--- src/rtl/lcd_char_render_if.sv ---
// Byte stream from the character rasteriser to the ST7735 SPI writer.
// wr_data[8] is D/C (0 = command, 1 = data); a byte moves on wr_valid && wr_ready.
interface lcd_char_render_if;
  logic       wr_valid;
  logic [8:0] wr_data;
  logic       wr_ready;

  modport master (output wr_valid, output wr_data, input wr_ready);
  modport slave  (input wr_valid, input wr_data, output wr_ready);
endinterface

--- src/rtl/lcd_char_render.sv ---
// Rasterises one glyph per request into ST7735 window commands plus an RGB565
// pixel byte stream, then loops back to re-sample the upstream character.
module lcd_char_render #(
  parameter int X_OFFSET = 0,
  parameter int Y_OFFSET = 0
) (
  input  logic              sys_clk,
  input  logic              sys_rst_n,
  input  logic              show_char_flag_i,
  input  logic [6:0]        ascii_num_i,
  input  logic [8:0]        start_x_i,
  input  logic [8:0]        start_y_i,
  input  logic              en_size_i,
  input  logic [15:0]       front_color_i,
  input  logic [15:0]       background_color_i,
  output logic              show_char_done_o,
  output logic [10:0]       font_addr_o,
  output logic              font_sel_o,
  input  logic [7:0]        font_data_i,
  output logic              busy_o,
  lcd_char_render_if.master wr
);

  typedef enum logic [2:0] {
    S_IDLE, S_LATCH, S_CMD, S_FETCH, S_PIX, S_DONE, S_GAP
  } state_e;

  localparam logic [15:0] XOFF = 16'(X_OFFSET);
  localparam logic [15:0] YOFF = 16'(Y_OFFSET);

  state_e      state_q, state_d;
  logic [3:0]  cnt_q, cnt_d;
  logic [3:0]  row_q, row_d;
  logic        sub_q, sub_d;
  logic [7:0]  shreg_q, shreg_d;
  logic [10:0] addr_q, addr_d;

  logic [6:0]  ascii_q;
  logic        sel_q;
  logic [15:0] xs_q, ys_q, fg_q, bg_q;

  logic        latch_en, fire;
  logic [3:0]  last_idx;
  logic [15:0] xe, ye, pix_col;
  logic [10:0] row_base;

  // Both fonts use the same terminal index: 2W-1 bytes per row equals H-1 rows.
  assign last_idx = sel_q ? 4'd15 : 4'd11;
  assign xe       = xs_q + (sel_q ? 16'd7 : 16'd5);
  assign ye       = ys_q + (sel_q ? 16'd15 : 16'd11);
  assign row_base = sel_q ? {ascii_q, 4'b0000}
                          : ({1'b0, ascii_q, 3'b000} + {2'b00, ascii_q, 2'b00});
  assign pix_col  = shreg_q[7] ? fg_q : bg_q;

  assign wr.wr_valid      = (state_q == S_CMD) || (state_q == S_PIX);
  assign fire             = wr.wr_valid && wr.wr_ready;
  assign show_char_done_o = (state_q == S_DONE);
  assign busy_o           = (state_q != S_IDLE) && (state_q != S_GAP);
  assign font_addr_o      = addr_q;
  assign font_sel_o       = sel_q;

  always_comb begin
    wr.wr_data = 9'h000;
    case (state_q)
      S_CMD: begin
        case (cnt_q)
          4'd0:    wr.wr_data = 9'h02A;
          4'd1:    wr.wr_data = {1'b1, xs_q[15:8]};
          4'd2:    wr.wr_data = {1'b1, xs_q[7:0]};
          4'd3:    wr.wr_data = {1'b1, xe[15:8]};
          4'd4:    wr.wr_data = {1'b1, xe[7:0]};
          4'd5:    wr.wr_data = 9'h02B;
          4'd6:    wr.wr_data = {1'b1, ys_q[15:8]};
          4'd7:    wr.wr_data = {1'b1, ys_q[7:0]};
          4'd8:    wr.wr_data = {1'b1, ye[15:8]};
          4'd9:    wr.wr_data = {1'b1, ye[7:0]};
          default: wr.wr_data = 9'h02C;
        endcase
      end
      // Even byte index carries the high colour byte, odd the low byte.
      S_PIX:   wr.wr_data = {1'b1, cnt_q[0] ? pix_col[7:0] : pix_col[15:8]};
      default: wr.wr_data = 9'h000;
    endcase
  end

  always_comb begin
    state_d  = state_q;
    cnt_d    = cnt_q;
    row_d    = row_q;
    sub_d    = sub_q;
    shreg_d  = shreg_q;
    addr_d   = addr_q;
    latch_en = 1'b0;
    case (state_q)
      S_IDLE: begin
        if (show_char_flag_i) begin
          state_d  = S_LATCH;
          latch_en = 1'b1;
        end
      end
      S_LATCH: begin
        state_d = S_CMD;
        cnt_d   = 4'd0;
      end
      S_CMD: begin
        if (fire) begin
          if (cnt_q == 4'd10) begin
            state_d = S_FETCH;
            cnt_d   = 4'd0;
            row_d   = 4'd0;
            sub_d   = 1'b0;
            addr_d  = row_base;
          end else begin
            cnt_d = cnt_q + 4'd1;
          end
        end
      end
      // First cycle presents the address, second captures the ROM row.
      S_FETCH: begin
        if (!sub_q) begin
          sub_d = 1'b1;
        end else begin
          shreg_d = font_data_i;
          cnt_d   = 4'd0;
          state_d = S_PIX;
        end
      end
      S_PIX: begin
        if (fire) begin
          if (cnt_q[0]) shreg_d = {shreg_q[6:0], 1'b0};
          if (cnt_q == last_idx) begin
            cnt_d = 4'd0;
            if (row_q == last_idx) begin
              state_d = S_DONE;
            end else begin
              row_d   = row_q + 4'd1;
              sub_d   = 1'b0;
              addr_d  = addr_q + 11'd1;
              state_d = S_FETCH;
            end
          end else begin
            cnt_d = cnt_q + 4'd1;
          end
        end
      end
      S_DONE: begin
        state_d = S_GAP;
        sub_d   = 1'b0;
      end
      S_GAP: begin
        if (sub_q) begin
          state_d  = S_LATCH;
          latch_en = 1'b1;
        end else begin
          sub_d = 1'b1;
        end
      end
      default: state_d = S_IDLE;
    endcase
  end

  always_ff @(posedge sys_clk or negedge sys_rst_n) begin
    if (!sys_rst_n) begin
      state_q <= S_IDLE;
      cnt_q   <= '0;
      row_q   <= '0;
      sub_q   <= 1'b0;
      shreg_q <= '0;
      addr_q  <= '0;
    end else begin
      state_q <= state_d;
      cnt_q   <= cnt_d;
      row_q   <= row_d;
      sub_q   <= sub_d;
      shreg_q <= shreg_d;
      addr_q  <= addr_d;
    end
  end

  // Snapshot of the upstream request; nothing upstream touches the glyph after this.
  always_ff @(posedge sys_clk or negedge sys_rst_n) begin
    if (!sys_rst_n) begin
      ascii_q <= '0;
      sel_q   <= 1'b0;
      xs_q    <= '0;
      ys_q    <= '0;
      fg_q    <= '0;
      bg_q    <= '0;
    end else if (latch_en) begin
      ascii_q <= ascii_num_i;
      sel_q   <= en_size_i;
      xs_q    <= {7'b0, start_x_i} + XOFF;
      ys_q    <= {7'b0, start_y_i} + YOFF;
      fg_q    <= front_color_i;
      bg_q    <= background_color_i;
    end
  end

endmodule

--- src/flat_wrapper.sv ---
// flat-port wrapper written by rule: the top's interface ports become plain ports
module lcd_char_render_flat 
#(
  parameter int X_OFFSET = 0,
  parameter int Y_OFFSET = 0
)
  (sys_clk, sys_rst_n, show_char_flag_i, ascii_num_i, start_x_i, start_y_i, en_size_i, front_color_i, background_color_i, show_char_done_o, font_addr_o, font_sel_o, font_data_i, busy_o, wr_wr_valid, wr_wr_data, wr_wr_ready);
  lcd_char_render_if wr_i ();
  input  logic sys_clk;
  input  logic sys_rst_n;
  input  logic show_char_flag_i;
  input  logic [6:0] ascii_num_i;
  input  logic [8:0] start_x_i;
  input  logic [8:0] start_y_i;
  input  logic en_size_i;
  input  logic [15:0] front_color_i;
  input  logic [15:0] background_color_i;
  output logic show_char_done_o;
  output logic [10:0] font_addr_o;
  output logic font_sel_o;
  input  logic [7:0] font_data_i;
  output logic busy_o;
  output wire logic [$bits(wr_i.wr_valid)-1:0] wr_wr_valid;
  output wire logic [$bits(wr_i.wr_data)-1:0] wr_wr_data;
  input wire logic [$bits(wr_i.wr_ready)-1:0] wr_wr_ready;
  assign wr_wr_valid = wr_i.wr_valid;
  assign wr_wr_data = wr_i.wr_data;
  assign wr_i.wr_ready = wr_wr_ready;
  lcd_char_render #(.X_OFFSET(X_OFFSET), .Y_OFFSET(Y_OFFSET)) u_core (.sys_clk(sys_clk), .sys_rst_n(sys_rst_n), .show_char_flag_i(show_char_flag_i), .ascii_num_i(ascii_num_i), .start_x_i(start_x_i), .start_y_i(start_y_i), .en_size_i(en_size_i), .front_color_i(front_color_i), .background_color_i(background_color_i), .show_char_done_o(show_char_done_o), .font_addr_o(font_addr_o), .font_sel_o(font_sel_o), .font_data_i(font_data_i), .busy_o(busy_o), .wr(wr_i));
endmodule
--- config.mk ---
export PLATFORM = sky130hd
export DESIGN_NAME = lcd_char_render_flat
export DESIGN_NICKNAME = d
export VERILOG_FILES = /design/src/rtl/lcd_char_render_if.sv /design/src/rtl/lcd_char_render.sv /design/src/flat_wrapper.sv
export SDC_FILE = /design/constraint.sdc
export NUM_CORES = 1
export LEC_CHECK = 0
export CAP_MARGIN = 30
export CORE_UTILIZATION = 23
export CTS_BUF_LIST = sky130_fd_sc_hd__clkbuf_16
export DETAILED_ROUTE_END_ITERATION = 8
export PLACE_DENSITY = 0.52
export SYNTH_ARGS = -nofsm -noshare
export SYNTH_HDL_FRONTEND = slang
export SYNTH_SLANG_ARGS = --single-unit
--- constraint.sdc ---
create_clock -name sys_clk -period 6.8 [get_ports sys_clk]
set_input_delay 1.36 -clock sys_clk [delete_from_list [all_inputs] [get_ports sys_clk]]
set_output_delay 1.36 -clock sys_clk [all_outputs]
set_load 0.03 [all_outputs]
# Word-level counts from Yosys, hierarchy flattened

Index checks and enable logic that the tools add are counted.
W data, S select, Z words.

Input bits: 70
ROM bits: 0
Bits in writable memories: 0
Register bits after elaboration: 89
Latch bits: 0
Output and inout bits: 24
Memories: 0

Equality and inequality tests: 28
Add/sub/neg operators: 6
Bitwise gates (word level): 0
Divide/modulo/power cells: 0
Reduce and logical (&&, ||, !) cells: 16
Mux-type cells: 48
Shift-type cells: 0
$mul: 0
Order comparisons: 0

Operators with widths:

| kind                    | count |
|---|---|
| $pmux W9 S10            | 1 |
| $mux W11                | 6 |
| $mux W4                 | 10 |
| $add A9 B16 Y16         | 2 |
| $mux W8                 | 4 |
| $mux W3                 | 10 |
| $pmux W11 S2            | 1 |
| $pmux W3 S7             | 1 |
| $pmux W9 S2             | 1 |
| $eq A4 B3 Y1 const B    | 4 |
| $mux W16                | 1 |
| $pmux W4 S4             | 1 |
| $pmux W8 S2             | 1 |
| $eq A4 B4 Y1 const B    | 3 |
| $reduce_and A6 Y1       | 2 |
| $add A10 B9 Y11         | 1 |
| $add A11 B1 Y11 const B | 1 |
| $ne A2 B1 Y1 const B    | 5 |
| $eq A3 B3 Y1 const B    | 3 |
| $add A4 B1 Y4 const B   | 2 |
| $eq A4 B2 Y1 const B    | 2 |
| $eq A4 B4 Y1            | 2 |
| $ne A2 B2 Y1 const B    | 4 |
| $pmux W4 S2             | 1 |
| other kinds (18)        | 29 |

# Depth between registers and ports, before layout

Depth in word-level cells: 6
Mapped depth: 11
Gate-level depth less buffers: 9

# Least setup slack after synthesis

OpenSTA, ideal clock, no wires.

Path type: register to output
Start point: reg u_core.sel_q, in the netlist u_core.font_sel_o
End point: out wr_wr_data[7]
Cell stages (with the launch flop): 8
Setup slack: 3.055 ns
Arrival time: 2.385 ns
Cell sequence: dfrtp_1 ha_1 a211oi_1 nor2_1 nand3_1 xnor2_1 a221oi_1 o21ai_0

Word-level cells in the longest chain between the ends: 4

RTL lines:

| what                                      | line                                         | text |
|---|---|---|
| start, declared                           | lcd_char_render.sv:39                        | `logic sel_q;` |
| start signal, assigned                    | lcd_char_render.sv:191                       | `sel_q <= en_size_i;` |
| $mux W3 / $mux W2 (equally long branches) | lcd_char_render.sv:50, lcd_char_render.sv:49 |  |
| $add A9 B16 Y16 (on tied branches)        | lcd_char_render.sv:50, lcd_char_render.sv:49 |  |
| $pmux W9 S10 (*)                          | lcd_char_render.sv:66                        | `case (cnt_q)` |
| $pmux W9 S2 (*)                           | lcd_char_render.sv:64                        | `case (state_q)` |
| end, declared                             | flat_wrapper.sv:24                           | `output wire logic [$bits(wr_i.wr_data)-1:0] wr_wr_data;` |

Mark *: on every way between the ends. The rest lies on a longest branch, timed or not.

# Worst setup path after layout

Start point: reg u_core.sel_q, in the netlist u_core.font_sel_o
End point: out wr_wr_data[5]

The elaborated chain is that of the path after synthesis.

==> results by group <==
Status
  • Result of the run: completed

Cells and area
  • Share of cells above drive strength 1: a little over an eighth
  • Fillcell total: between 2000 and 2500
  • Most common cell after layout, fill and taps aside: clkdlybuf4s50_1
  • Area overhead of the layout relative to synthesis: 26.98%
  • Final #Nets: 709
  • Antenna cells: 0
  • Highest-count cells in the layout ignoring fill and taps: clkdlybuf4s50_1, dfrtp_1, nand2_1, mux2_2, o21ai_0

Floorplan
  • Floorplan row count: 55
  • Total I/O pin count: between 90 and 100
  • Core Region: 22640 µm²
  • Die X-Extent: around 150 µm
  • Die Area: 23720 µm²
  • Die height: 154 µm
  • Starting utilization of the core area: 23.47%

Pwr
  • Design internal power: 1.808 mW
  • Clk pwr share: 15.2%
  • Combinational share of power: about half
  • LEAKAGE: ~2.6 nW
  • Switching power of the nets: between 1 and 1.5 mW
  • Net switching share of the total power: between 40% and 50%
  • Sequential fraction of design power: approximately a third
  • Total power per unit cell area: around 470 nW/µm²
  • IR Drop Worst-Case VDD: around 170 µV

Drt
  • Total number of vias: roughly 4300
  • Sum of routed wire length over all layers: between 10 and 15 mm
  • Detailed router's first-iteration violation count: roughly 280
  • Antenna-violating nets left: 0
  • First-pass iteration count of the detailed router: 4
  • Wirelength per Cell: about 16 µm
  • DRC violation count after routing: 0
  • Vias per Instance: between 4 and 5

Synth
  • Synthesized netlist net count: 634
  • Post-synthesis sequential element count: 89
  • Async SR Flop Fraction: 100.0%
  • Main combinational cell family by area after synthesis: compound AO/OA/AOI/OAI gates
  • Synth Area in XOR/XNOR: approximately 2.3%
  • Number of distinct standard cells referenced by the synthesized netlist: 54
  • Compound-gate portion of the synthesized area: approximately 16%
  • Multiplexer share of the synthesized area: 15.30%
  • Proportion of synthesized chip area in sequential cells: 41.91%
  • Post-synthesis simple-gate area fraction: 15.59%
  • Cells after Synth: 545
  • Dominant register cell in the synthesized netlist: dfrtp_1
  • Cell Area, Synth: 5314 µm²
  • Average cell area after synthesis: between 9 and 10 µm²
  • Number of warnings printed during yosys synthesis: 0
  • Adder and majority gate portion of the synthesized area: about 4.8%
  • Number of flops mapped to enable cells by yosys: 0

Timing
  • Actual slew at the worst max-slew pin: roughly 0.8 ns
  • Setup WS post-layout: 1.829 ns
  • Achievable frequency: about 200 MHz
  • Tcrit/Tclk final: about three quarters
  • Count of final hold-check violations: 0
  • Layout Skew: between 0.008 and 0.009 ns
  • # setup viols final: 0
  • Summed negative setup slack over all endpoints: 0 ns
  • Final number of max-transition violations: 0
  • Final critical path time including I/O delays and setup: about 5.0 ns
  • RSZ-0062 raised after global routing: no
  • Headroom to the max-slew limit: between 40 and 50%

Min path
  • Hold Path Class: flip-flop to flip-flop

Critical path
  • Setup CP Type: flip-flop to output port
  • Maximum fanout along the worst path: 23
  • Critical Path End Type: output port
  • CP required: about 5.4 ns
  • Critical path startpoint category: flip-flop
  • Crit path DAT: ~3.6 ns

Placed design
  • Hpwl dp: roughly 10 mm
  • Count of port buffers added during placement: 93
  • Gp weighted congestion: approximately 0.82
  • DP Worst Slack: about 2.2 ns

Global routing
  • Total congestion overflow after global routing: 0
  • Wire length of the first global-routing pass: about 23 mm
  • Maximum number of pins on one net before global-route repair: 64
  • Number of antenna violations at the first check in global routing: 0
  • Via count of the first global-routing pass: around 4200
  • Total global-route track usage: about 12%

CTS
  • Level count of the clock H-tree: 3
  • Count of hold-fix buffers inserted at cts: 0
  • Post-CTS Setup Repair Bufs: 0
  • TritonCTS clock tree: built
  • Clock transition at the registers of the reported paths: 0.07 ns
  • Insertion delay to the later sink of the worst-skew pair: approximately 0.35 ns
  • Clock Sinks: just under 90
  • Number of buffers on the longest clock path: 2
  • Clock root buffer: clkbuf_16
  • TritonCTS Buffers: 9
  • Post-cts repair resize count: 0

Run
  • Number of violations of the max-capacitance limit: 0
through the flow:
step	cells	power [mW]	instance area (µm²)	util [%]	hold slack, ns
global placement	894	2.711	6471	28.58	0.4807
global route	910	3.446	6748	29.80	0.5178
CTS	910	3.220	6748	29.80	0.5076
finish	910	3.192	6748	29.80	0.5011
detailed placement	894	2.720	6471	28.58	0.4928
floorplan	545	2.221	5314	-	0.4625
final cells by class:
| type | instances | area [µm²] | share of cell area (%) |
|---|---|---|---|
| Tap cell | 285 | 356.6 | 5.285 |
| Clock buffer | 9 | 225.2 | 3.338 |
| Inverter | 17 | 63.81 | 0.9457 |
| Sequential cell | 89 | 2227 | 33.01 |
| Clock inverter | 7 | 51.30 | 0.7602 |
| Multi-Input combinational cell | 407 | 2873 | 42.57 |
| Timing Repair Buffer | 96 | 950.9 | 14.09 |
critical path: stages, from the launching register on:
cell	delay, ns
dfrtp_1	0.85
ha_1	0.35
a211oi_1	0.44
nor2_1	0.15
a32o_1	0.28
a22oi_1	0.22
o221ai_1	0.15
a22o_1	0.22
clkdlybuf4s50_1	0.60
cells by family (layout without fill, tap and decap cells):
logic type	after synthesis	in the layout
buffers and inverters	49	129
DFF	89	89
and+or+nand+nor	172	172
xor gates and xnor gates	14	14
adders and majority gates	19	19
muxes	65	65
AOI/OAI and AO/OA	137	137
routing by layer:
layer	part of all wire [%]	global-route usage (%)
met4	1.9	5.048
met1	48	16.67
met3	3.8	2.339
met5	0	0
met2	47	19.59
synth_stat cells, types with 3 or more instances:
cell type / n / area (µm²)
nor4_1: 3 / 18.77
o22ai_1: 6 / 37.54
inv_1: 17 / 63.81
nand2_1: 63 / 236.5
mux2i_1: 7 / 70.07
a31oi_1: 13 / 81.33
a21o_1: 4 / 30.03
mux4_2: 8 / 180.2
a211oi_1: 4 / 30.03
dfrtp_1: 89 / 2227
or3_1: 4 / 25.02
nor2b_1: 8 / 50.05
a221oi_1: 3 / 26.28
xor2_1: 9 / 78.83
a21oi_1: 32 / 160.2
ha_1: 17 / 212.7
xnor2_1: 5 / 43.79
nand4_1: 6 / 37.54
mux2_2: 50 / 563.0
nand3_1: 22 / 110.1
buf_2: 15 / 75.07
o31ai_1: 5 / 37.54
o311ai_0: 4 / 35.03
o21ai_0: 41 / 205.2
nor2_1: 32 / 120.1
clkbuf_1: 14 / 52.55
and2_1: 6 / 37.54
nand2b_1: 8 / 50.05
nor3b_1: 3 / 22.52
o21ai_1: 4 / 20.02
a22o_1: 3 / 26.28
nor3_1: 8 / 40.04
registers in the layout (all words and copies together), names as in the netlist, 3 cells and up:
signal and cells:
u_core.state_q 3, u_core.font_addr_o 11, u_core.bg_q 16, u_core.ys_q 9, u_core.ascii_q 7, u_core.shreg_q 8
u_core.cnt_q 4, u_core.fg_q 16, u_core.xs_q 9, u_core.row_q 4
power by group through the flow:
stage | Sequential [mW] | Combinational [mW] | Clock, mW
after floorplan | 0.995 | 1.23 | 0
after global placement | 1.09 | 1.62 | 0
after detailed placement | 1.09 | 1.63 | 0
after CTS | 1.08 | 1.64 | 0.502
after global routing | 1.13 | 1.80 | 0.519
final | 1.08 | 1.62 | 0.487
path summary, 6_finish.rpt:
check	start	end	slack, ns	cells after the start
max	u_core.font_sel_o	wr_wr_data[5]	1.83	8
max in group asynchronous	sys_rst_n	u_core.ascii_q[6]	4.73	2
max reg2reg	u_core.cnt_q[0]	u_core.font_addr_o[2]	3.91	7
min	u_core.row_q[1]	u_core.row_q[1]	0.50	2
min reg2reg	u_core.row_q[1]	u_core.row_q[1]	0.50	2
min in group asynchronous	sys_rst_n	u_core.shreg_q[2]	0.91	1
Power figures use the tool's default switching activity.
